### src/rtl/wbu_csr_wr_seq_ysyx_23060136_if.sv
// Bundle of WBU retire handshake and CSR-file write port signals.
// The sequencer uses the slave view; the WBU/CSR side uses the master view.
interface wbu_csr_wr_seq_ysyx_23060136_if #(
  parameter int XLEN = 32
);
  logic            in_valid;
  logic            in_ready;
  logic [1:0]      in_op;
  logic [1:0]      in_csr_rd;
  logic [XLEN-1:0] in_csr_wdata;
  logic [XLEN-1:0] in_pc;
  logic [XLEN-1:0] mstatus_cur;
  logic            CSRWr;
  logic [1:0]      WBU_csr_rd;
  logic [XLEN-1:0] csr_busW;
  logic            trap_done;
  logic            busy;

  modport master (
    output in_valid, in_op, in_csr_rd, in_csr_wdata, in_pc, mstatus_cur,
    input  in_ready, CSRWr, WBU_csr_rd, csr_busW, trap_done, busy
  );

  modport slave (
    input  in_valid, in_op, in_csr_rd, in_csr_wdata, in_pc, mstatus_cur,
    output in_ready, CSRWr, WBU_csr_rd, csr_busW, trap_done, busy
  );
endinterface

### src/rtl/wbu_csr_wr_seq_ysyx_23060136.sv
// Write-back CSR write sequencer: one registered write per CSR instruction,
// and an ordered mepc -> mcause (-> mstatus) burst per ecall through the
// single CSR-file write port.
// Optional feature macro: CSR_TRAP_MSTATUS_EN adds the trap mstatus write.
module wbu_csr_wr_seq_ysyx_23060136 #(
  parameter int              XLEN         = 32,
  parameter logic [XLEN-1:0] MCAUSE_ECALL = XLEN'(32'hb),
  parameter logic [XLEN-1:0] MSTATUS_RST  = XLEN'(32'h1800)
) (
  input logic clk,
  input logic rst,
  wbu_csr_wr_seq_ysyx_23060136_if.slave bus
);

`ifdef CSR_TRAP_MSTATUS_EN
  typedef enum logic [2:0] {S_IDLE, S_SINGLE, S_EPC, S_CAUSE, S_STAT} state_t;
  localparam state_t S_LAST = S_STAT;
`else
  typedef enum logic [2:0] {S_IDLE, S_SINGLE, S_EPC, S_CAUSE} state_t;
  localparam state_t S_LAST = S_CAUSE;
`endif

  state_t          state_q, state_d;
  logic            csr_wr_q, csr_wr_d;
  logic [1:0]      csr_rd_q, csr_rd_d;
  logic [XLEN-1:0] csr_data_q, csr_data_d;
  logic            trap_done_q, trap_done_d;
  logic            busy_q, busy_d;
  logic            in_ready;
  logic            accept;

`ifdef CSR_TRAP_MSTATUS_EN
  // Trap view of mstatus: MPIE takes MIE, MIE cleared, MPP forced to M-mode.
  logic [XLEN-1:0] mstatus_trap;
  assign mstatus_trap = (bus.mstatus_cur & ~XLEN'(32'h1888))
                      | ((bus.mstatus_cur & XLEN'(32'h8)) << 4)
                      | MSTATUS_RST;
`else
  // mstatus is never touched by traps in this build.
  logic unused_mstatus;
  assign unused_mstatus = ^bus.mstatus_cur;
`endif

  // Ready whenever the next cycle is free: idle, single write, or final burst beat.
  assign in_ready = (state_q == S_IDLE) | (state_q == S_SINGLE) | (state_q == S_LAST);
  assign accept   = bus.in_valid & in_ready;

  // Next-state and next-write-port values; write port is zero whenever idle.
  always_comb begin
    state_d     = state_q;
    csr_wr_d    = 1'b0;
    csr_rd_d    = 2'd0;
    csr_data_d  = '0;
    trap_done_d = 1'b0;
    case (state_q)
      S_EPC: begin
        state_d    = S_CAUSE;
        csr_wr_d   = 1'b1;
        csr_rd_d   = 2'd3;
        csr_data_d = MCAUSE_ECALL;
`ifndef CSR_TRAP_MSTATUS_EN
        trap_done_d = 1'b1;
`endif
      end
`ifdef CSR_TRAP_MSTATUS_EN
      S_CAUSE: begin
        state_d     = S_STAT;
        csr_wr_d    = 1'b1;
        csr_rd_d    = 2'd0;
        csr_data_d  = mstatus_trap;
        trap_done_d = 1'b1;
      end
`endif
      default: begin
        state_d = S_IDLE;
        if (accept) begin
          case (bus.in_op)
            2'b01: begin
              state_d    = S_SINGLE;
              csr_wr_d   = 1'b1;
              csr_rd_d   = bus.in_csr_rd;
              csr_data_d = bus.in_csr_wdata;
            end
            2'b10: begin
              state_d    = S_EPC;
              csr_wr_d   = 1'b1;
              csr_rd_d   = 2'd2;
              csr_data_d = bus.in_pc;
            end
            default: state_d = S_IDLE;
          endcase
        end
      end
    endcase
    busy_d = (state_d != S_IDLE) && (state_d != S_SINGLE);
  end

  // State and registered write-port outputs; reset abandons any burst.
  always_ff @(posedge clk or posedge rst) begin
    if (rst) begin
      state_q     <= S_IDLE;
      csr_wr_q    <= 1'b0;
      csr_rd_q    <= 2'd0;
      csr_data_q  <= '0;
      trap_done_q <= 1'b0;
      busy_q      <= 1'b0;
    end else begin
      state_q     <= state_d;
      csr_wr_q    <= csr_wr_d;
      csr_rd_q    <= csr_rd_d;
      csr_data_q  <= csr_data_d;
      trap_done_q <= trap_done_d;
      busy_q      <= busy_d;
    end
  end

  assign bus.in_ready   = in_ready;
  assign bus.CSRWr      = csr_wr_q;
  assign bus.WBU_csr_rd = csr_rd_q;
  assign bus.csr_busW   = csr_data_q;
  assign bus.trap_done  = trap_done_q;
  assign bus.busy       = busy_q;

endmodule

### src/flat_wrapper.sv
// flat-port wrapper written by rule: the top's interface ports become plain ports
module wbu_csr_wr_seq_ysyx_23060136_flat 
#(
  parameter int              XLEN         = 32,
  parameter logic [XLEN-1:0] MCAUSE_ECALL = XLEN'(32'hb),
  parameter logic [XLEN-1:0] MSTATUS_RST  = XLEN'(32'h1800)
)
  (clk, rst, bus_in_valid, bus_in_op, bus_in_csr_rd, bus_in_csr_wdata, bus_in_pc, bus_mstatus_cur, bus_in_ready, bus_CSRWr, bus_WBU_csr_rd, bus_csr_busW, bus_trap_done, bus_busy);
  wbu_csr_wr_seq_ysyx_23060136_if #(.XLEN(XLEN)) bus_i ();
  input logic clk;
  input logic rst;
  input wire logic [$bits(bus_i.in_valid)-1:0] bus_in_valid;
  input wire logic [$bits(bus_i.in_op)-1:0] bus_in_op;
  input wire logic [$bits(bus_i.in_csr_rd)-1:0] bus_in_csr_rd;
  input wire logic [$bits(bus_i.in_csr_wdata)-1:0] bus_in_csr_wdata;
  input wire logic [$bits(bus_i.in_pc)-1:0] bus_in_pc;
  input wire logic [$bits(bus_i.mstatus_cur)-1:0] bus_mstatus_cur;
  output wire logic [$bits(bus_i.in_ready)-1:0] bus_in_ready;
  output wire logic [$bits(bus_i.CSRWr)-1:0] bus_CSRWr;
  output wire logic [$bits(bus_i.WBU_csr_rd)-1:0] bus_WBU_csr_rd;
  output wire logic [$bits(bus_i.csr_busW)-1:0] bus_csr_busW;
  output wire logic [$bits(bus_i.trap_done)-1:0] bus_trap_done;
  output wire logic [$bits(bus_i.busy)-1:0] bus_busy;
  assign bus_i.in_valid = bus_in_valid;
  assign bus_i.in_op = bus_in_op;
  assign bus_i.in_csr_rd = bus_in_csr_rd;
  assign bus_i.in_csr_wdata = bus_in_csr_wdata;
  assign bus_i.in_pc = bus_in_pc;
  assign bus_i.mstatus_cur = bus_mstatus_cur;
  assign bus_in_ready = bus_i.in_ready;
  assign bus_CSRWr = bus_i.CSRWr;
  assign bus_WBU_csr_rd = bus_i.WBU_csr_rd;
  assign bus_csr_busW = bus_i.csr_busW;
  assign bus_trap_done = bus_i.trap_done;
  assign bus_busy = bus_i.busy;
  wbu_csr_wr_seq_ysyx_23060136 #(.XLEN(XLEN), .MCAUSE_ECALL(MCAUSE_ECALL), .MSTATUS_RST(MSTATUS_RST)) u_core (.clk(clk), .rst(rst), .bus(bus_i));
endmodule
### config.mk
export PLATFORM = sky130hd
export DESIGN_NAME = wbu_csr_wr_seq_ysyx_23060136_flat
export DESIGN_NICKNAME = d
export VERILOG_FILES = /design/src/rtl/wbu_csr_wr_seq_ysyx_23060136_if.sv /design/src/rtl/wbu_csr_wr_seq_ysyx_23060136.sv /design/src/flat_wrapper.sv
export SDC_FILE = /design/constraint.sdc
export NUM_CORES = 1
export LEC_CHECK = 0
export ABC_AREA = 1
export CORE_ASPECT_RATIO = 1.25
export CORE_UTILIZATION = 31
export CTS_CLUSTER_SIZE = 16
export DETAILED_ROUTE_END_ITERATION = 8
export GPL_TIMING_DRIVEN = 1
export PLACE_DENSITY = 0.87
export SLEW_MARGIN = 20
export SYNTH_ARGS = -nofsm -noshare
export SYNTH_HDL_FRONTEND = slang
export SYNTH_SLANG_ARGS = --single-unit
### constraint.sdc
create_clock -name clk -period 1.2 [get_ports clk]
set_input_delay 0.3 -clock clk [delete_from_list [all_inputs] [get_ports clk]]
set_output_delay 0.3 -clock clk [all_outputs]
set_load 0.005 [all_outputs]
==> results.md, run 1 <==
Detailed routing:
- The number of DRC markers in iteration 0 is 53.
- The number of vias per cell after detailed routing is 4.145.
- The number of nets with antenna violations after routing is 0.
- The detailed-route wire length is 4503 um.
- The first detailed-routing pass ran for 4 iterations.
- After detailed routing, the number of remaining DRC violations is 0.
- In the final routed layout, each cell accounts on average for 10.55 um.
- The detailed-route via count is 1770.

STA:
- The number of slew-limit violations in the final report came to 0.
- Across all setup checks in the final design, the least slack found is 0.009786 ns.
- Setup violations remaining at the end of the flow were counted as 0.
- The tightest slew margin relative to the limit is 78.95%.
- The share of the clock period used by the worst path is 99.18%.
- The maximum operating frequency is 840.2 MHz.
- For the final routed database, the setup TNS stands at 0 ns.
- The slew at the pin closest to its max-slew limit is 0.3146 ns.
- The number of failing hold endpoints at the final stage is 0.
- Setup repair after global routing could not meet its margin everywhere.
- The worst clock skew is 0.002597 ns.
- The smallest clock period supported by the final layout is computed as 1.190 ns.

Cells and area:
- Relative to the synthesized area, the layout overhead comes to 78.66%.
- For this run, the share of the core covered by cells in the final layout is 57.44%.
- The number of nets in the layout is 466.
- The finished cells cover 3342 um2.
- 0 antenna diodes ended up in the layout.
- In the layout the commonest cells are sky130_fd_sc_hd__nand2_1, sky130_fd_sc_hd__clkdlybuf4s50_1, sky130_fd_sc_hd__dfrtp_1.
- The fraction of layout cells with a size suffix above 1 is 15.24%.
- The library cell used most frequently in the layout, excluding fill and tap cells, is sky130_fd_sc_hd__nand2_1.

Floorplanning:
- Measured along the x axis, the die boundary spans 71.48 um.
- The floorplan has 31 rows.
- The number of I/O pins is 141.
- Once the floorplan was initialized, standard cells occupied 32.15% of the core.
- The core area is 5818 um2.
- The vertical die dimension is 88.85 um.
- The floorplan step defined a die boundary enclosing 6351 um2.

Clock network:
- CTS placed an instance of sky130_fd_sc_hd__clkbuf_8 at the clock tree root.
- The maximum level of the CTS H-tree is 2.
- Hold repair after CTS inserted 0 buffers.
- The clock network latency to the later pin of the worst-skew pair is 0.28 ns.
- The clock input transition at the sequential cells of the worst setup and hold paths is 0.07 ns.
- TritonCTS built the clock tree.
- The number of buffers created by CTS is 5.
- The clock sink count is 39.
- The maximum buffer depth of the clock tree is 2.

Power and ir drop:
- The proportion of power drawn by flip-flops and latches is 43.5%.
- The design draws 3.349 mW.
- The maximum vdd ir drop is 0.4445 mV.
- Net switching is 25.24% of the power.
- In this run the static leakage power is 1.684 nW.
- In this run, the clock network consumes 27.5% of the power.
- The combinational fraction of design power is 29.0%.
- The power density of the placed cells is 1002 nW/um2.
- Cell internal power was estimated by the tool at 2.504 mW.
- The switching power summed over all nets is 845.3 uW.

Global routing:
- The layer flagged by global routing as most heavily used is met2.
- The met2 usage is 28.92%.
- The global-route wire length before repair is 7134 um.
- The via count of the first global-routing pass is 1653.
- The met1 track demand over resource is 15.50%.
- Entering global routing, the biggest net connects 40 pins.
- The initial antenna violation count is 0.
- The met3 global-route usage is 2.278%.
- In the global route stage, overall resource usage came out at 14.59%.
- The total overflow left after global routing is 0.

Yosys:
- sky130_fd_sc_hd__dfrtp_1 takes more of the synthesized area than any other cell.
- The share of the Yosys chip area taken by registers is 52.17%.
- Yosys mapped the design onto 13 distinct sky130hd cell types.
- The share of the synthesized area in the top cell type is 52.17%.
- The cell count after synthesis is 237.
- The count of warnings emitted by yosys is 0.
- The synthesized netlist occupies a cell area of 1871 um2.
- A synthesized cell averages 7.893 um2.
- The net count after synthesis is 343.
- The synthesized flop and latch total is 39.
- After synthesis, the cell types taking the most area are sky130_fd_sc_hd__dfrtp_1, sky130_fd_sc_hd__nand2_1, sky130_fd_sc_hd__inv_1, sky130_fd_sc_hd__nor2_4, sky130_fd_sc_hd__nor2_1.

Critical path:
- The critical path is of the register to output port type.
- In this design, the stage delay of the slowest critical-path cell is 0.38 ns.
- The dominant delay contributor by cell family on the critical path is flip-flops.
- The largest driver fanout on the critical path is 2.
- For the worst setup path, the data required time is 0.90 ns.
- The worst setup path is captured at an output port.
- Walking the worst path, the cells encountered are inv_2 > nand2_4 > buf_6.
- STA classifies the critical path startpoint as a register.
- The cell with the largest stage delay on the worst path is sky130_fd_sc_hd__dfrtp_1.
- The critical path data arrival time is 0.89 ns.
- Counting both buffers and inverters, the worst setup path holds a total of 2.

Placed design:
- Detailed placement finished with a half-perimeter wire length of 3442 um.
- Prior to clock tree synthesis, the placed netlist has a worst setup slack of -0.5168 ns.
- The final weighted congestion of routability-driven global placement is 0.7653.
- The post-place instance area is 3093 um2.
- The number of buffer cells added on primary ports is 108.

Run status:
- The run finished with clean final reports.

Job:
- The tool flagged a number of max-cap violations equal to 0.

Min path:
- The type of the most critical hold path is primary input to asynchronous set/reset pin.
==> through the flow <==
step,instances,hold WS (ns)
floorplan,237,0.4128
global placement,413,0.4968
detailed placement,413,0.5000
CTS,426,0.3887
global route,427,0.3877
finish,427,0.3781
==> synth_stat cells <==
cell type                   n
sky130_fd_sc_hd__ha_1       3
sky130_fd_sc_hd__nor2_4    10
sky130_fd_sc_hd__dfrtp_1   39
sky130_fd_sc_hd__inv_1     36
sky130_fd_sc_hd__inv_2      1
sky130_fd_sc_hd__buf_2      9
sky130_fd_sc_hd__nand2_4    1
sky130_fd_sc_hd__buf_6      1
sky130_fd_sc_hd__nand3_2    1
sky130_fd_sc_hd__buf_12     1
sky130_fd_sc_hd__nor2_1    28
sky130_fd_sc_hd__nand2_1  106
sky130_fd_sc_hd__nand3_1    1
==> power by group through the flow <==
stage | combinational (mW) | clock, mW | sequential, mW
6_report | 0.970 | 0.922 | 1.46
5_1_grt | 1.06 | 1.03 | 1.47
4_1_cts | 0.951 | 0.965 | 1.46
3_5_place_dp | 0.892 | 0 | 1.48
3_3_place_gp | 0.873 | 0 | 1.48
2_1_floorplan | 0.331 | 0 | 1.49
==> path summary, 6_finish.rpt <==
path                                   startpoint                      end  slack, ns  cells past startpoint
max in group asynchronous                     rst  u_core.bus.csr_busW[10]       0.62                      3
worst max-delay path            u_core.state_q[0]             bus_in_ready       0.01                      3
worst min register to register  u_core.state_q[0]     u_core.bus.trap_done       0.51                      1
min in group clk                     bus_in_valid        u_core.state_q[0]       0.38                      3
worst max register to register  u_core.state_q[1]  u_core.bus.csr_busW[14]       0.06                      5
worst min-delay path                          rst   u_core.bus.csr_busW[6]       0.38                      3
==> worst reg2reg max path: stages (launching register included) <==
cell and delay [ns]:
sky130_fd_sc_hd__dfrtp_1 0.41, sky130_fd_sc_hd__nand2_4 0.09, sky130_fd_sc_hd__buf_6 0.11, sky130_fd_sc_hd__nand3_4 0.09, sky130_fd_sc_hd__bufbuf_16 0.29, sky130_fd_sc_hd__nor2_1 0.09
==> what timing repair did <==
item	4_1_cts	5_1_grt
gates resized for setup	84	28
cloned	3	0
setup buffers	2	2
pin swaps	2	2
endpoints found under the setup margin	75	41
==> cells by family after synthesis <==
logic type,Yosys count,share of synthesized area (%)
adders and majority gates,3,2.007
buffers and inverters,48,11.50
DFF,39,52.17
and+or+nand+nor,147,34.31
==> registers in the layout, summed over array words and instances, names as in the netlist <==
signal	flops
u_core.bus.WBU_csr_rd	2
u_core.bus.busy	1
u_core.state_q	2
u_core.bus.CSRWr	1
u_core.bus.trap_done	1
u_core.bus.csr_busW	32
==> metal layers <==
layer / vias up / wire length [um]
met2: 65 / 2547
met5: - / 0
li1: 913 / -
met4: 0 / 32
met1: 790 / 1684
met3: 2 / 239
==> layout make-up <==
cell class,count,area [um2]
multi-input combinational,150,734.5
timing repair buffer,127,1310
tap,66,82.58
sequential,39,975.9
fill,525,2476
clock buffer,8,100.1
inverter,37,138.9
(Power assumes the default switching activity.)
==> run 2: changes to the inputs <==
--- a/config.mk
+++ b/config.mk
@@ -7,6 +7,7 @@
 export LEC_CHECK = 0
 export ABC_AREA = 1
 export CORE_ASPECT_RATIO = 1.25
+export CORE_MARGIN = 2
 export CORE_UTILIZATION = 31
 export CTS_CLUSTER_SIZE = 16
 export DETAILED_ROUTE_END_ITERATION = 8
==> results.md, run 2 (same netlist as run 1, synthesis figures left out) <==
Detailed routing:
- The detailed-route wire length is 4842 um (+7.5%).
- The number of nets with antenna violations after routing is 0 (unchanged).
- The total DRC errors in the routed layout came to 0 (unchanged).
- The number of DRC markers in iteration 0 was 49 (-7.5%).
- The number of vias per cell after detailed routing is 4.175 (+0.71%).
- The routed length per instance is 11.42 um (+8.3%).
- The number of optimization iterations in the first detailed-route pass is 4 (unchanged).
- The detailed-route via count is 1770 (unchanged).

Min path:
- In this run the worst hold path is classified as primary input to asynchronous set/reset pin.

Floorplanning:
- The initial cell density of the core is 32.15% (unchanged).
- The vertical die dimension is 90.85 um (+2.3%).
- The number of I/O pins was 141 (unchanged).
- The placement row count was 31 (unchanged).
- The chip width is 73.48 um (+2.8%).
- The core area is 5818 um2 (unchanged).
- The area enclosed by the die boundary came to 6676 um2 (+5.1%).

Clock network:
- The number of buffers created by CTS is 5 (unchanged).
- The clock sink count came to 39 (unchanged).
- The clock network latency to the later pin of the worst-skew pair is 0.28 ns (about the same).
- The clock input transition at the sequential cells of the worst setup and hold paths came to 0.07 ns (about the same).
- The CTS tree is done.
- The maximum buffer depth of the clock tree is 2 (unchanged).
- The maximum level of the CTS H-tree is 2 (unchanged).
- The number of buffers inserted for hold repair after clock tree synthesis is 0 (unchanged).
- The library cell used as clock root buffer is sky130_fd_sc_hd__clkbuf_8.

Cells and area:
- The most frequent standard cell in the layout excluding fill and tap cells is sky130_fd_sc_hd__nand2_1.
- The final antenna diode count is 0 (unchanged).
- The number of standard cells in the layout, taps in and fillers out is 424 (-0.70%).
- The final core utilization is 55.87% (-1.6 points).
- The fraction of layout cells with a size suffix above 1 is 13.41% (-1.8 points).
- Compared with the post-synthesis result, the final layout area differs by 73.78%.
- The number of nets in the layout was 463 (-0.64%).
- The flip-flop count of the largest register after layout is 32 (unchanged).
- In the layout the commonest cells are sky130_fd_sc_hd__nand2_1, sky130_fd_sc_hd__clkdlybuf4s50_1, sky130_fd_sc_hd__dfrtp_1.

Job:
- The reported max-cap violation count is 0 (unchanged).

Critical path:
- The register-to-register setup slack is 0.008 ns (-0.05 ns).
- The largest driver fanout on the critical path was 8 (+6).
- The worst path required time came to 1.40 ns (+0.50 ns).
- The launching element type of the critical path is a register.
- The kind of critical path is register to register.
- The critical path data arrival time is 1.40 ns (+0.51 ns).
- The worst setup path is captured at a register.

STA:
- The share of the clock period used by the worst path is 99.32% (+0.14 points).
- The tightest slew margin relative to the limit is 80.39% (+1.4 points).
- The number of slew-limit violations in the final report came to 0 (unchanged).
- The number of endpoints failing setup at the final stage came to 0 (unchanged).
- The slew at the pin closest to its max-slew limit came to 0.2931 ns (-0.02153 ns).
- The number of failing hold endpoints at the final stage is 0 (unchanged).
- The final hold slack is 0.3423 ns (-0.03576 ns).
- The final sum of negative setup slack is 0 ns (unchanged).
- The minimum clock period after layout is 1.192 ns (+0.001679 ns).
- The worst clock skew is 0.001455 ns (-0.001143 ns).
- Setup repair after global routing could not meet its margin everywhere.
- The maximum operating frequency came to 839.0 MHz (-0.14%).

Placed design:
- The number of buffer cells added on primary ports was 108 (unchanged).
- The final weighted congestion of routability-driven global placement was 0.7586 (-0.88%).
- The post-DP HPWL is 3769 um (+9.5%).
- The cell total after placement is 410 (-0.73%).

Global routing:
- The via count of the first global-routing pass came to 1747 (+5.7%).
- The overall global routing resource usage came to 14.83% (+0.24 points).
- The pin count of the biggest net entering global routing was 25 (-38%).
- The leftover overflow at the end of global routing is 0 (unchanged).
- The initial antenna violation count is 0 (unchanged).
- The global-route wire length before repair is 7521 um (+5.4%).

Run status:
- The flow ran to the end, and the final reports show no timing, DRC or antenna violations.

Power and ir drop:
- The power density of the placed cells came to 1020 nW/um2 (+1.8%).
- The leakage power came to 1.660 nW (-1.4%).
- The maximum vdd ir drop is 0.4295 mV (-3.4%).
## run 2: changes by cell type in the layout (fill, tap and decap cells not counted), moves of 2 or more
cell / before / now
sky130_fd_sc_hd__nor2_1: 17 / 27
sky130_fd_sc_hd__clkdlybuf4s15_1: 36 / 30
sky130_fd_sc_hd__nor2_4: 14 / 10
sky130_fd_sc_hd__buf_16: 0 / 2
sky130_fd_sc_hd__buf_6: 5 / 1
sky130_fd_sc_hd__nor2_2: 7 / 1
sky130_fd_sc_hd__clkbuf_2: 3 / 9
## run 2: through the flow
step | area (um2) | setup slack, ns | power, mW
final | 3251 | 0.008107 | 3.317
after global routing | 3251 | -0.04879 | 3.513
after CTS | 3278 | -0.1029 | 3.363
after detailed placement | 3070 | -0.5370 | 2.362
after global placement | 3070 | -0.4773 | 2.338
after floorplan | 1871 | 0.01070 | 1.825
## run 2: final cells by class
type	instances	area (um2)
timing repair buffer	124	1261
clock buffer	8	100.1
tap	66	82.58
multi-input combinational	150	691.9
sequential	39	975.9
inverter	37	138.9
fill	506	2567
## run 2: worst paths after layout
| kind | depth (start not counted) | start | end |
|---|---|---|---|
| setup / recovery | 6 | u_core.state_q[1] | u_core.bus.csr_busW[6] |
| hold / removal | 3 | rst | u_core.bus.csr_busW[1] |
| setup reg to reg | 6 | u_core.state_q[1] | u_core.bus.csr_busW[6] |
| hold reg to reg | 2 | u_core.state_q[1] | u_core.bus.trap_done |
| max in group asynchronous | 3 | rst | u_core.bus.csr_busW[14] |
| min in group clk | 4 | bus_in_op[0] | u_core.state_q[0] |
## run 2: what timing repair did
action                                  in CTS  in global routing
cloned                                       3                  0
endpoints found under the setup margin      74                 45
pin swaps                                    1                  0
resized for setup                           79                 16
setup buffers                                2                  1
## run 2: where the power goes
part | total [mW] | switching [mW] | internal (mW)
Combinational | 0.924 | 0.394 | 0.530
Sequential | 1.46 | 0.0380 | 1.42
Clock | 0.935 | 0.411 | 0.524
## run 2: worst max-delay path: stages (launching register included)
cell,delay [ns]
sky130_fd_sc_hd__dfrtp_1,0.41
sky130_fd_sc_hd__nand2_4,0.08
sky130_fd_sc_hd__buf_4,0.14
sky130_fd_sc_hd__nand3_4,0.09
sky130_fd_sc_hd__buf_4,0.16
sky130_fd_sc_hd__buf_12,0.13
sky130_fd_sc_hd__nor2_1,0.11
## run 2: layer usage
metal  part of all wire [%]  global-route usage [%]  vias up
met2                     56                   27.98       60
met3                    4.5                   2.567        8
met4                    2.4                   7.576        0
met1                     38                   14.72      795
li1                       -                       -      907
met5                      0                       0        -
